--- src/rtl/fpu_pkg.sv ---
// Shared types and constants for the FPU column-window feeder.
package fpu_pkg;

    localparam int FPU_MAC_LAT   = 5;
    localparam int FPU_COL_WIDTH = 10;

    typedef logic [7:0] pixel_t;
    typedef pixel_t column_t [FPU_COL_WIDTH];

    typedef enum logic [2:0] {
        IDLE,
        FILL,
        STREAM,
        DRAIN,
        PAD
    } win_state_t;

endpackage

--- src/rtl/fpu_col_window_tag.sv ---
// fpu_tag_delay: MAC_LAT-deep {valid,last} shift register that tracks windows through the MAC.
module fpu_tag_delay #(
    parameter int MAC_LAT = fpu_pkg::FPU_MAC_LAT
) (
    input  logic clk,
    input  logic rst_n,
    input  logic in_valid,
    input  logic in_last,
    output logic out_valid,
    output logic out_last
);

    logic [MAC_LAT-1:0] v_sr;
    logic [MAC_LAT-1:0] l_sr;

    always_ff @(posedge clk or negedge rst_n) begin
        if (!rst_n) begin
            v_sr <= '0;
            l_sr <= '0;
        end else begin
            v_sr[0] <= in_valid;
            l_sr[0] <= in_last;
            for (int i = 1; i < MAC_LAT; i++) begin
                v_sr[i] <= v_sr[i-1];
                l_sr[i] <= l_sr[i-1];
            end
        end
    end

    assign out_valid = v_sr[MAC_LAT-1];
    assign out_last  = l_sr[MAC_LAT-1];

endmodule

--- src/rtl/fpu_col_window.sv ---
// Three-column sliding window feeder for the FPU 3x3 MAC, with result tags aligned to MAC latency.
// Optional FPU_WIN_EDGE_REPLICATE_EN: edge-replicated padding, N windows per stripe, N >= 2.
//
// state  | meaning
// IDLE   | waiting for start; cfg_num_cols checked here
// FILL   | accepting the first two columns, no window yet (edge mode: first window on 2nd)
// STREAM | each accepted column emits one window
// PAD    | edge mode only: one extra shift with col2 held for the right border
// DRAIN  | no input; waits for the last tag to leave the delay line
module fpu_col_window
    import fpu_pkg::*;
#(
    parameter int COL_WIDTH = FPU_COL_WIDTH,
    parameter int MAC_LAT   = FPU_MAC_LAT,
    parameter int CNT_W     = 16
) (
    input  logic             clk,
    input  logic             rst_n,
    input  logic             start,
    input  logic [CNT_W-1:0] cfg_num_cols,
    input  logic             in_valid,
    output logic             in_ready,
    input  pixel_t           in_col [COL_WIDTH-1:0],
    output pixel_t           col0   [COL_WIDTH-1:0],
    output pixel_t           col1   [COL_WIDTH-1:0],
    output pixel_t           col2   [COL_WIDTH-1:0],
    output logic             win_valid,
    output logic             res_valid,
    output logic             res_last,
    output logic             busy,
    output logic             cfg_err
);

`ifdef FPU_WIN_EDGE_REPLICATE_EN
    localparam bit               EDGE_EN = 1'b1;
    localparam logic [CNT_W-1:0] MIN_N   = CNT_W'(2);
`else
    localparam bit               EDGE_EN = 1'b0;
    localparam logic [CNT_W-1:0] MIN_N   = CNT_W'(3);
`endif

    win_state_t       state, state_nxt;
    logic [CNT_W-1:0] col_cnt;
    logic [CNT_W-1:0] num_cols;
    logic [CNT_W-1:0] cnt_nxt;
    logic             xfer;
    logic             last_col;
    logic             start_ok;
    logic             win_last;
    logic             win_valid_nxt;
    logic             win_last_nxt;

    assign in_ready = (state == FILL) || (state == STREAM);
    assign busy     = (state != IDLE);
    assign xfer     = in_valid && in_ready;
    assign cnt_nxt  = col_cnt + CNT_W'(1);
    assign last_col = xfer && (cnt_nxt == num_cols);
    assign start_ok = (state == IDLE) && start && (cfg_num_cols >= MIN_N);

    always_ff @(posedge clk or negedge rst_n) begin
        if (!rst_n) state <= IDLE;
        else        state <= state_nxt;
    end

    always_comb begin
        state_nxt     = state;
        // First window appears once MIN_N columns are in, in both modes.
        win_valid_nxt = (xfer && (cnt_nxt >= MIN_N)) || (state == PAD);
        win_last_nxt  = EDGE_EN ? (state == PAD) : last_col;
        case (state)
            IDLE:    if (start_ok) state_nxt = FILL;
            FILL: begin
                if (last_col)                          state_nxt = EDGE_EN ? PAD : DRAIN;
                else if (xfer && (cnt_nxt == CNT_W'(2))) state_nxt = STREAM;
            end
            STREAM:  if (last_col) state_nxt = EDGE_EN ? PAD : DRAIN;
            PAD:     state_nxt = DRAIN;
            DRAIN:   if (res_last) state_nxt = IDLE;
            default: state_nxt = IDLE;
        endcase
    end

    always_ff @(posedge clk or negedge rst_n) begin
        if (!rst_n) begin
            col_cnt   <= '0;
            num_cols  <= '0;
            win_valid <= 1'b0;
            win_last  <= 1'b0;
            cfg_err   <= 1'b0;
            for (int i = 0; i < COL_WIDTH; i++) begin
                col0[i] <= '0;
                col1[i] <= '0;
                col2[i] <= '0;
            end
        end else begin
            win_valid <= win_valid_nxt;
            win_last  <= win_last_nxt;
            cfg_err   <= (state == IDLE) && start && (cfg_num_cols < MIN_N);
            if (start_ok) begin
                num_cols <= cfg_num_cols;
                col_cnt  <= '0;
            end
            if (xfer) begin
                col_cnt <= cnt_nxt;
                // Edge mode replicates the first column into the whole window.
                if (EDGE_EN && (col_cnt == '0)) begin
                    col0 <= in_col;
                    col1 <= in_col;
                    col2 <= in_col;
                end else begin
                    col0 <= col1;
                    col1 <= col2;
                    col2 <= in_col;
                end
            end else if (state == PAD) begin
                col0 <= col1;
                col1 <= col2;
            end
        end
    end

    fpu_tag_delay #(
        .MAC_LAT (MAC_LAT)
    ) u_tag_delay (
        .clk       (clk),
        .rst_n     (rst_n),
        .in_valid  (win_valid),
        .in_last   (win_last),
        .out_valid (res_valid),
        .out_last  (res_last)
    );

endmodule

--- config.mk ---
export PLATFORM = sky130hd
export DESIGN_NAME = fpu_col_window
export DESIGN_NICKNAME = d
export VERILOG_FILES = /design/src/rtl/fpu_pkg.sv /design/src/rtl/fpu_col_window_tag.sv /design/src/rtl/fpu_col_window.sv
export SDC_FILE = /design/constraint.sdc
export NUM_CORES = 1
export LEC_CHECK = 0
export CAP_MARGIN = 25
export CELL_PAD_IN_SITES_DETAIL_PLACEMENT = 0
export CELL_PAD_IN_SITES_GLOBAL_PLACEMENT = 1
export CORE_AREA = 2 2 161 203
export DETAILED_ROUTE_END_ITERATION = 8
export DIE_AREA = 0 0 163 205
export MAX_ROUTING_LAYER = met4
export PLACE_DENSITY = 0.86
export SLEW_MARGIN = 0
export SYNTH_ARGS = -nofsm -noshare
export SYNTH_HDL_FRONTEND = slang
export SYNTH_SLANG_ARGS = --single-unit
--- constraint.sdc ---
create_clock -name clk -period 5.9 [get_ports clk]
set_clock_uncertainty 0.2 [all_clocks]
set_input_delay 0.885 -clock clk [delete_from_list [all_inputs] [get_ports clk]]
set_output_delay 0.885 -clock clk [all_outputs]
set_load 0.02 [all_outputs]
==> results.md, run 1 <==
Run status:
- The run finished with clean final reports.

Timing:
- Setup violations remaining at the end of the flow were counted as 0.
- The sum of negative setup slack is 0 ns.
- The count of final hold-check violations came to 0.
- The number of pins exceeding their max-slew limit in the final report was 0.
- The worst hold slack after final layout is ~0.13 ns.
- The highest attainable clock frequency is 0.271 GHz.
- The time the worst path needs with I/O delays and setup is roughly 3.7 ns.
- Setup repair after global routing left no endpoint under its margin.
- Headroom to the max-slew limit came out at 34.1%.
- The period utilization is 62.6%.
- For the pin with the worst max-slew slack, the measured transition is 0.989 ns.

Setup path:
- The cell family contributing the most delay on the critical path is simple AND/OR/NAND/NOR gates.
- The startpoint kind of the worst setup timing path is a flop.
- The end of the worst register-to-register path is state[0]$_DFFE_PN0P_.
- Data on the critical path is required at its endpoint by slightly above 6 ns.
- The slowest library cell on the worst path is sky130_fd_sc_hd__or4b_4.
- The most critical setup path has its endpoint at state[0]$_DFFE_PN0P_.
- The type of destination of the critical path is a flop.
- The critical path data arrival time is 3.95 ns.
- Walking the worst path, the cells encountered are ha_1 > nand3_1 > nor4_1 > xnor2_1 > nand2b_1 > or4b_4 > nor4_4 > o2bb2ai_2 > mux2_4.
- The launch instance of the worst register-to-register path is col_cnt[0]$_DFFE_PN0P_.
- The critical-path maximum fanout is 14.
- The slack of the worst reg-to-reg path is 2.21 ns.
- The critical path depth in cells is 9.
- The cell depth of the worst flop-to-flop path is 9.
- Together, buffers and inverters on the worst path number 0.
- The worst setup path is of the flop to flop kind.
- In this run the worst setup path begins at col_cnt[0]$_DFFE_PN0P_.
- On the worst path, the slowest cell contributes a delay of 0.53 ns.

Synthesis:
- In the synthesized netlist, mux cells make up 1.77% of the area.
- The fraction of the mapped netlist area in adder cells is 0.739%.
- Summed over its instances, the top area cell type makes up between 60% and 70% of the synthesized netlist area.
- The post-synth net total is 1429.
- After synthesis, the cell types taking the most area are sky130_fd_sc_hd__dfrtp_1 (61%), sky130_fd_sc_hd__nand2_1 (24%), sky130_fd_sc_hd__clkbuf_1 (1.9%), sky130_fd_sc_hd__mux2_2 (1.5%), sky130_fd_sc_hd__xnor2_1 (1.3%).
- The post-synthesis share of cell area spent on and, or, nand and nor gates is approximately 28%.
- Counting flops with a built-in enable in the synthesized netlist gives 0.
- In this run, distinct cell masters in the synthesized netlist total 52.
- Synthesis produced 1322 cells.
- The dominant combinational cell family by area after synthesis is simple AND/OR/NAND/NOR gates.
- The cell area that synthesis handed to floorplanning was approximately 12000 um2.
- After synthesis, flip-flops and latches occupy between 60 and 70% of the total area.
- The largest total area in the synthesized netlist belongs to sky130_fd_sc_hd__dfrtp_1.
- In this run, synthesis produced a sequential element count of between 200 and 300.
- The complex-gate fraction of the synthesized area is 3.59%.
- The count of synthesis-stage warnings from yosys is 0.
- The proportion of synthesized flip-flops having asynchronous set or reset is 100%.
- Counting instances in the post-synthesis netlist gives the leading cell types as sky130_fd_sc_hd__nand2_1 (744), sky130_fd_sc_hd__dfrtp_1 (287), sky130_fd_sc_hd__clkbuf_1 (60), sky130_fd_sc_hd__nor2_1 (23), sky130_fd_sc_hd__o21ai_0 (22).
- The predominant post-synthesis flop cell is sky130_fd_sc_hd__dfrtp_1.
- The fraction of synthesized cell area in xor and xnor cells is 1.92%.
- The most common cell in the netlist is sky130_fd_sc_hd__nand2_1.
- After synthesis, the mean cell area works out to between 8 and 9 um2.

CTS:
- The clock tree from TritonCTS is built.
- The number of resized instances in the post-cts repair step is 0.
- The clock passes through at most 3 buffers.
- After clock tree synthesis, the setup repair step added 0 buffers.
- The total of hold buffers inserted after clock tree synthesis is 0.
- Clock latency on the worst-skew pair, taken at its later pin, is around 0.57 ns.
- Clock tree synthesis inserted a total of 31 buffers.
- CTS built an H-tree with a depth of 1.
- The clock root buffer is sky130_fd_sc_hd__clkbuf_16.
- The number of clock sinks seen by CTS is 287.
- The clock-pin transition on the worst setup and hold timing paths is about 0.060 ns.

Floorplanning:
- The die outline width is 163 um.
- The I/O pin count is 346.
- The initial utilization of the core area, before any placement, comes to 37.6%.
- The die covers 33400 um2.
- Measured along the y axis, the die boundary spans 205 um.
- The floorplan core area is roughly 32000 um2.
- After floorplanning, the core was divided into 73 placement rows.

Global route:
- The number of antenna violations at the first check in global routing came to 0.
- The number of global-route vias before repair is about 10000.
- Global routing used ~21% of the available tracks across all layers.
- Entering global routing, the biggest net connects 104 pins.
- Summed over all layers, the global routing overflow is 0.
- The first global-routing pass estimated 53100 um of wire.

Routing:
- Dividing the detail-routed wire length by the instance count gives 16.3 um.
- The detailed router finished its first iteration with 603 violations.
- The detailed-routing iteration count for the pre-antenna-repair pass is 4.
- After detailed routing, the total wire length is 33800 um.
- The number of design rule violations left after detail routing is 0.
- The average via count per standard cell is about 4.7.
- The routed via count is 9723.
- The remaining number of nets flagged by the antenna check after routing is 0.

Place:
- At the end of routability-driven placement, the weighted congestion stood at 0.883.
- The number of input and output port buffers inserted is 345.
- The placed wire-length estimate after detailed placement is 23200 um.

Cells and area:
- After filler insertion, the fill cell instance count of the layout stands at 2891.
- The number of antenna diodes in the final layout is 0.
- The relative area change from synthesis to final layout is 40.4%.
- The fraction of layout instances using a drive strength above 1 is between 5 and 6%.
- The total number of nets in the final design is 1742.

Power and ir drop:
- After layout, the design draws a total of 9.93 mW.
- The power per cell area is 597 nW/um2.
- The cell leakage power is 8.13 nW.
- Across the VDD grid, the largest voltage drop is 395 uV.

Flow run:
- The tool flagged a number of max-cap violations equal to 0.

Min path:
- In this run the worst hold path is classified as input pin to asynchronous set/reset pin.
==> metrics by stage <==
step / util [%] / instances / setup slack, ns / instance area (um2)
floorplan: - / 1322 / 2.90 / 11900
global placement: 49.5 / 2013 / 2.20 / 15600
detailed placement: 49.5 / 2013 / 2.09 / 15600
CTS: 52.8 / 2068 / 2.23 / 16600
global route: 52.8 / 2069 / 1.99 / 16600
finish: 52.8 / 2069 / 2.21 / 16600
==> cell usage in the layout, fill, tap and decap left out, types with 8 or more instances in the layout <==
cell type / n
sky130_fd_sc_hd__nor2_1: 23
sky130_fd_sc_hd__nand3_1: 9
sky130_fd_sc_hd__inv_1: 11
sky130_fd_sc_hd__a21oi_1: 17
sky130_fd_sc_hd__mux2_2: 16
sky130_fd_sc_hd__clkbuf_1: 8
sky130_fd_sc_hd__xnor2_1: 18
sky130_fd_sc_hd__nor3_1: 9
sky130_fd_sc_hd__clkdlybuf4s50_1: 344
sky130_fd_sc_hd__nand4_1: 10
sky130_fd_sc_hd__buf_4: 10
sky130_fd_sc_hd__nand2_1: 743
sky130_fd_sc_hd__o21ai_0: 22
sky130_fd_sc_hd__xor2_1: 8
sky130_fd_sc_hd__clkbuf_16: 31
sky130_fd_sc_hd__dfrtp_1: 287
==> report_power, final <==
part / switching [mW] / internal (mW)
Sequential: 0.605 / 2.77
Clock: 0.798 / 1.17
Combinational: 2.68 / 1.90
==> worst reg2reg max path: cells and delay by family (launching register included) <==
| kind | cells | cell delay (ns) |
|---|---|---|
| multiplexers | 1 | 0.32 |
| flip-flops | 1 | 0.51 |
| AO/OA/AOI/OAI | 1 | 0.18 |
| XOR/XNOR | 1 | 0.20 |
| adder cells (fa/ha/maj) | 1 | 0.52 |
| AND/OR/NAND/NOR | 5 | 1.66 |
==> registers in the layout, summed over array words and instances, names as in the netlist, 2 cells and up <==
register	count
u_tag_delay.v_sr	5
col2	80
num_cols	16
col0	80
col_cnt	16
state	2
col1	80
u_tag_delay.l_sr	5
==> area by class of cell <==
cell class	instances	area, um2	area share (%)
Clock buffer	45	888	5.34
Clock inverter	10	145	0.872
Inverter	11	41.3	0.248
Multi-Input combinational cell	948	4310	25.9
Sequential cell	287	7180	43.2
Tap cell	412	515	3.10
Timing Repair Buffer	356	3550	21.4
==> routing by layer <==
| layer | wire [um] | global-route usage (%) | vias to the layer above | share of wire [%] |
|---|---|---|---|---|
| met5 | 0 | - | - | 0 |
| met4 | 1320 | 8.44 | 0 | 3.9 |
| met3 | 1880 | 4.41 | 80 | 5.6 |
| met2 | 16700 | 33.8 | 277 | 49 |
| met1 | 13900 | 24.8 | 4598 | 41 |
| li1 | - | - | 4768 | - |
==> logic make-up after synthesis <==
family	after synthesis
AO/OA/AOI/OAI	67
multiplexers	18
adder cells (fa/ha/maj)	7
XOR/XNOR	26
flip-flops	287
AND/OR/NAND/NOR	830
buffers and inverters	87
==> how the worst min path moves through the flow <==
stage,from,to,slack [ns],depth (start not counted)
2_1_floorplan,win_last$_DFF_PN0_,u_tag_delay.l_sr[0]$_DFF_PN0_,0.13,0
3_3_place_gp,u_tag_delay.v_sr[3]$_DFF_PN0_,u_tag_delay.v_sr[4]$_DFF_PN0_,0.13,0
3_5_place_dp,u_tag_delay.l_sr[0]$_DFF_PN0_,u_tag_delay.l_sr[1]$_DFF_PN0_,0.14,0
4_1_cts,u_tag_delay.v_sr[1]$_DFF_PN0_,u_tag_delay.v_sr[2]$_DFF_PN0_,0.15,0
5_1_grt,u_tag_delay.v_sr[2]$_DFF_PN0_,u_tag_delay.v_sr[3]$_DFF_PN0_,0.15,0
6_report,rst_n,col0[49]$_DFFE_PN0P_,0.13,1
No activity file was read; power rests on OpenSTA's default activity.
==> inputs of run 2 (changes only) <==
Settings changed: CORE_AREA 2 2 161 203 to 2 2 176 221, DIE_AREA 0 0 163 205 to 0 0 178 223, PLACE_DENSITY 0.86 to 0.77.
Clock period 5.9 ns to 3.2 ns, I/O delays scaled along.
==> run 2 against run 1 <==
Effect of this change: hold slack improved by 0.020 ns; total power increased by 86%; routed wire length increased by 5.9%; critical path type unchanged; highest routed layer unchanged; clock-buffer cell count increased by 1; worst setup slack got worse by 2.1 ns; fmax increased by 21%.
==> results.md, run 2 (synthesis gave the netlist of run 1 again) <==
Power and ir drop:
- For this design the total switching power over the nets is approximately 7.6 mW.
- In this run the static leakage power is 8.25 nW.
- Combinational cells account for 46.9% of the total power.
- Internal power comes to 10.9 mW.
- Of the total power, registers draw 33.5%.
- Dividing total power by cell area gives a power density of ~1100 nW/um2.
- The proportion of power drawn by the clock network is 19.6%.
- The peak supply drop is 500 uV.
- The switching part of the total power is 41.1%.

Routing:
- Detailed routing inserted a total of roughly 9800 vias.
- The highest layer touched by signal routing is met4.
- The violation count after the first detailed-route iteration is 447.
- Detailed routing placed a total of roughly 17000 um of wire on met2.
- In the routed design, unresolved DRC markers number 0.
- The detailed route wirelength on metal3 is between 2000 and 2500 um.
- The average via count per standard cell is 4.50.
- The met1 wire length is 14900 um.
- The overall routed net length is 35800 um.
- The first detailed-routing pass ran for 5 iterations.
- The detail route stage leaves a number of antenna-violating nets equal to 0.
- Dividing the detail-routed wire length by the instance count gives 16.5 um.

CTS:
- In this run the post-CTS setup repair buffer count came out at 0.
- The clock root buffer is sky130_fd_sc_hd__clkbuf_16.
- After clock tree synthesis, the clock-pin slew on the worst setup and hold paths is 0.06 ns.
- TritonCTS built the clock tree.
- The maximum level of the CTS H-tree is 1.
- Clock tree synthesis inserted a total of 31 buffers.
- The maximum count of clock buffers along a single path is 3.
- The number of clock sinks seen by CTS is 287.
- The later pin in the worst-skew pair is clocked with a latency of 0.57 ns.

Global route:
- The number of global-route vias before repair came to just under 10000.
- The global-route wire length before repair is 55600 um.
- The maximum number of pins on one net before global-route repair is ~140.
- The total global routing track utilization is 18.4%.
- The number of antenna violations at the first check in global routing is 2.
- Summed over all layers, the global routing overflow is 0.

Floorplanning:
- The die outline width is 178 um.
- The cell row count is 80.
- The die extent in y is 223 um.
- The total area inside the core boundary comes to 37700 um2.
- In this run the count of I/O pins placed on the die edge is 346.
- The total die area is 39700 um2.
- For this configuration, the core starts out at a cell density of a little under a third.

Timing:
- Setup repair after global routing left no endpoint under its margin.
- The time the worst path needs with I/O delays and setup is 3.06 ns.
- Headroom to the max-slew limit came out at 52.7%.
- At the pin with the least slew margin, the transition time is 0.710 ns.
- The number of pins exceeding their max-slew limit in the final report is 0.
- Setup violations remaining at the end of the flow were counted as 0.
- The count of final hold-check violations came to 0.
- The sum of negative setup slack is 0 ns.
- The worst hold slack after final layout is roughly 0.15 ns.
- The highest attainable clock frequency is 0.327 GHz.
- The setup slack of the critical path after layout is 0.139 ns.
- Dividing the final minimum period by the clock period gives 95.7%.

Setup path:
- The largest individual stage delay along the critical path comes from the cell sky130_fd_sc_hd__dfrtp_1.
- Walking the worst path, the cells encountered are and4_1 > nand4_1 > xnor2_1 > xor2_1 > nand2_1 > nor4_4 > o2bb2ai_2 > mux2_4.
- The worst register-to-register path begins at col_cnt[2]$_DFFE_PN0P_.
- The startpoint kind of the worst setup timing path is a flop.
- The required time at the worst-slack endpoint is 3.44 ns.
- The critical-path maximum fanout is 10.
- STA classifies the critical path endpoint as a flop.
- In this design, the stage delay of the slowest critical-path cell is 0.55 ns.
- The worst setup path is of the flop to flop kind.
- The critical path data arrival time is 3.30 ns.
- In this run the worst setup path begins at col_cnt[2]$_DFFE_PN0P_.

Min path:
- In this run the most critical hold path is launched from u_tag_delay.l_sr[1]$_DFF_PN0_.
- The path class of the tightest hold or removal check is flop to flop.

Cells and area:
- From synthesis to final layout, the design area changed by 43.2%.
- The fraction of layout instances using a drive strength above 1 is 6.51%.
- The number of fillers in the final layout is approximately 3700.
- Leaving out fill and tap cells, the most frequent cell in the layout is sky130_fd_sc_hd__nand2_1.
- In the final layout, the registers with the most flip-flops are col0: 80 flops, col1: 80 flops, col2: 80 flops.
- In the final design database the tool counted 1759 nets.
- The top cell types in the final layout, fill and taps aside, are sky130_fd_sc_hd__nand2_1 (743), sky130_fd_sc_hd__clkdlybuf4s50_1 (344), sky130_fd_sc_hd__dfrtp_1 (286), sky130_fd_sc_hd__clkbuf_16 (31), sky130_fd_sc_hd__nor2_1 (23).

Run status:
- The run finished with clean final reports.

Place:
- The number of input and output port buffers inserted is roughly 350.
- Routability-driven placement finished with a final weighted congestion of 0.852.
- Once detailed placement completed, the half-perimeter wirelength came to 24900 um.
- The pre-CTS setup slack is ~0.14 ns.

Flow run:
- The max-cap violation count is 0.
-- run 2: layer usage --
layer  GRT usage, %  vias up
met4           8.01        0
met2           29.2      256
li1               -     4805
met3           3.99       67
met1           22.4     4635
met5              -        -
-- run 2: critical path, delay by kind of cell, from the launching register on --
kind	cells	cell delay (ns)
compound gates	1	0.18
xor+xnor	2	0.54
flops	1	0.55
mux	1	0.32
simple gates	4	1.15
-- run 2: metrics by stage --
step	area, um2	utilization [%]	std cells	power, mW
global route	17000	45.0	2169	19.8
CTS	17000	45.0	2167	18.8
finish	17000	45.0	2169	18.5
floorplan	11900	-	1322	10.8
detailed placement	15900	42.2	2110	15.0
global placement	15900	42.2	2110	14.9
-- run 2: worst paths after layout --
| check | to | slack [ns] | cells past startpoint |
|---|---|---|---|
| worst max register to register | state[0]$_DFFE_PN0P_ | 0.14 | 8 |
| min in group asynchronous | col0[51]$_DFFE_PN0P_ | 0.28 | 2 |
| max in group asynchronous | cfg_err$_DFF_PN0_ | 1.66 | 4 |
| worst min register to register | u_tag_delay.l_sr[2]$_DFF_PN0_ | 0.15 | 0 |
| worst max-delay path | state[0]$_DFFE_PN0P_ | 0.14 | 8 |
| worst min-delay path | u_tag_delay.l_sr[2]$_DFF_PN0_ | 0.15 | 0 |
-- run 2: area by class of cell --
type                    instances  area (um2)  share of cell area [%]
repair buffers                373        3780                    22.3
well taps                     492         616                    3.63
clock inverters                10         116                   0.685
clock buffers                  46         922                    5.43
flip-flops and latches        287        7180                    42.3
diodes                          2        5.00                  0.0295
multi-input cells             948        4310                    25.4
inverters                      11        41.3                   0.243
-- run 2: power groups by stage --
stage / registers, mW / clock network (mW) / logic, mW
5_1_grt: 6.41 / 3.89 / 9.46
3_5_place_dp: 6.27 / 0 / 8.78
3_3_place_gp: 6.22 / 0 / 8.69
2_1_floorplan: 7.62 / 0 / 3.18
4_1_cts: 6.22 / 3.76 / 8.82
6_report: 6.20 / 3.62 / 8.67
-- run 2: repair_timing --
item	4_1_cts	5_1_grt
endpoints found under the hold margin	62	0
resized for setup	0	1
hold buffers	1	0
endpoints found under the setup margin	0	2
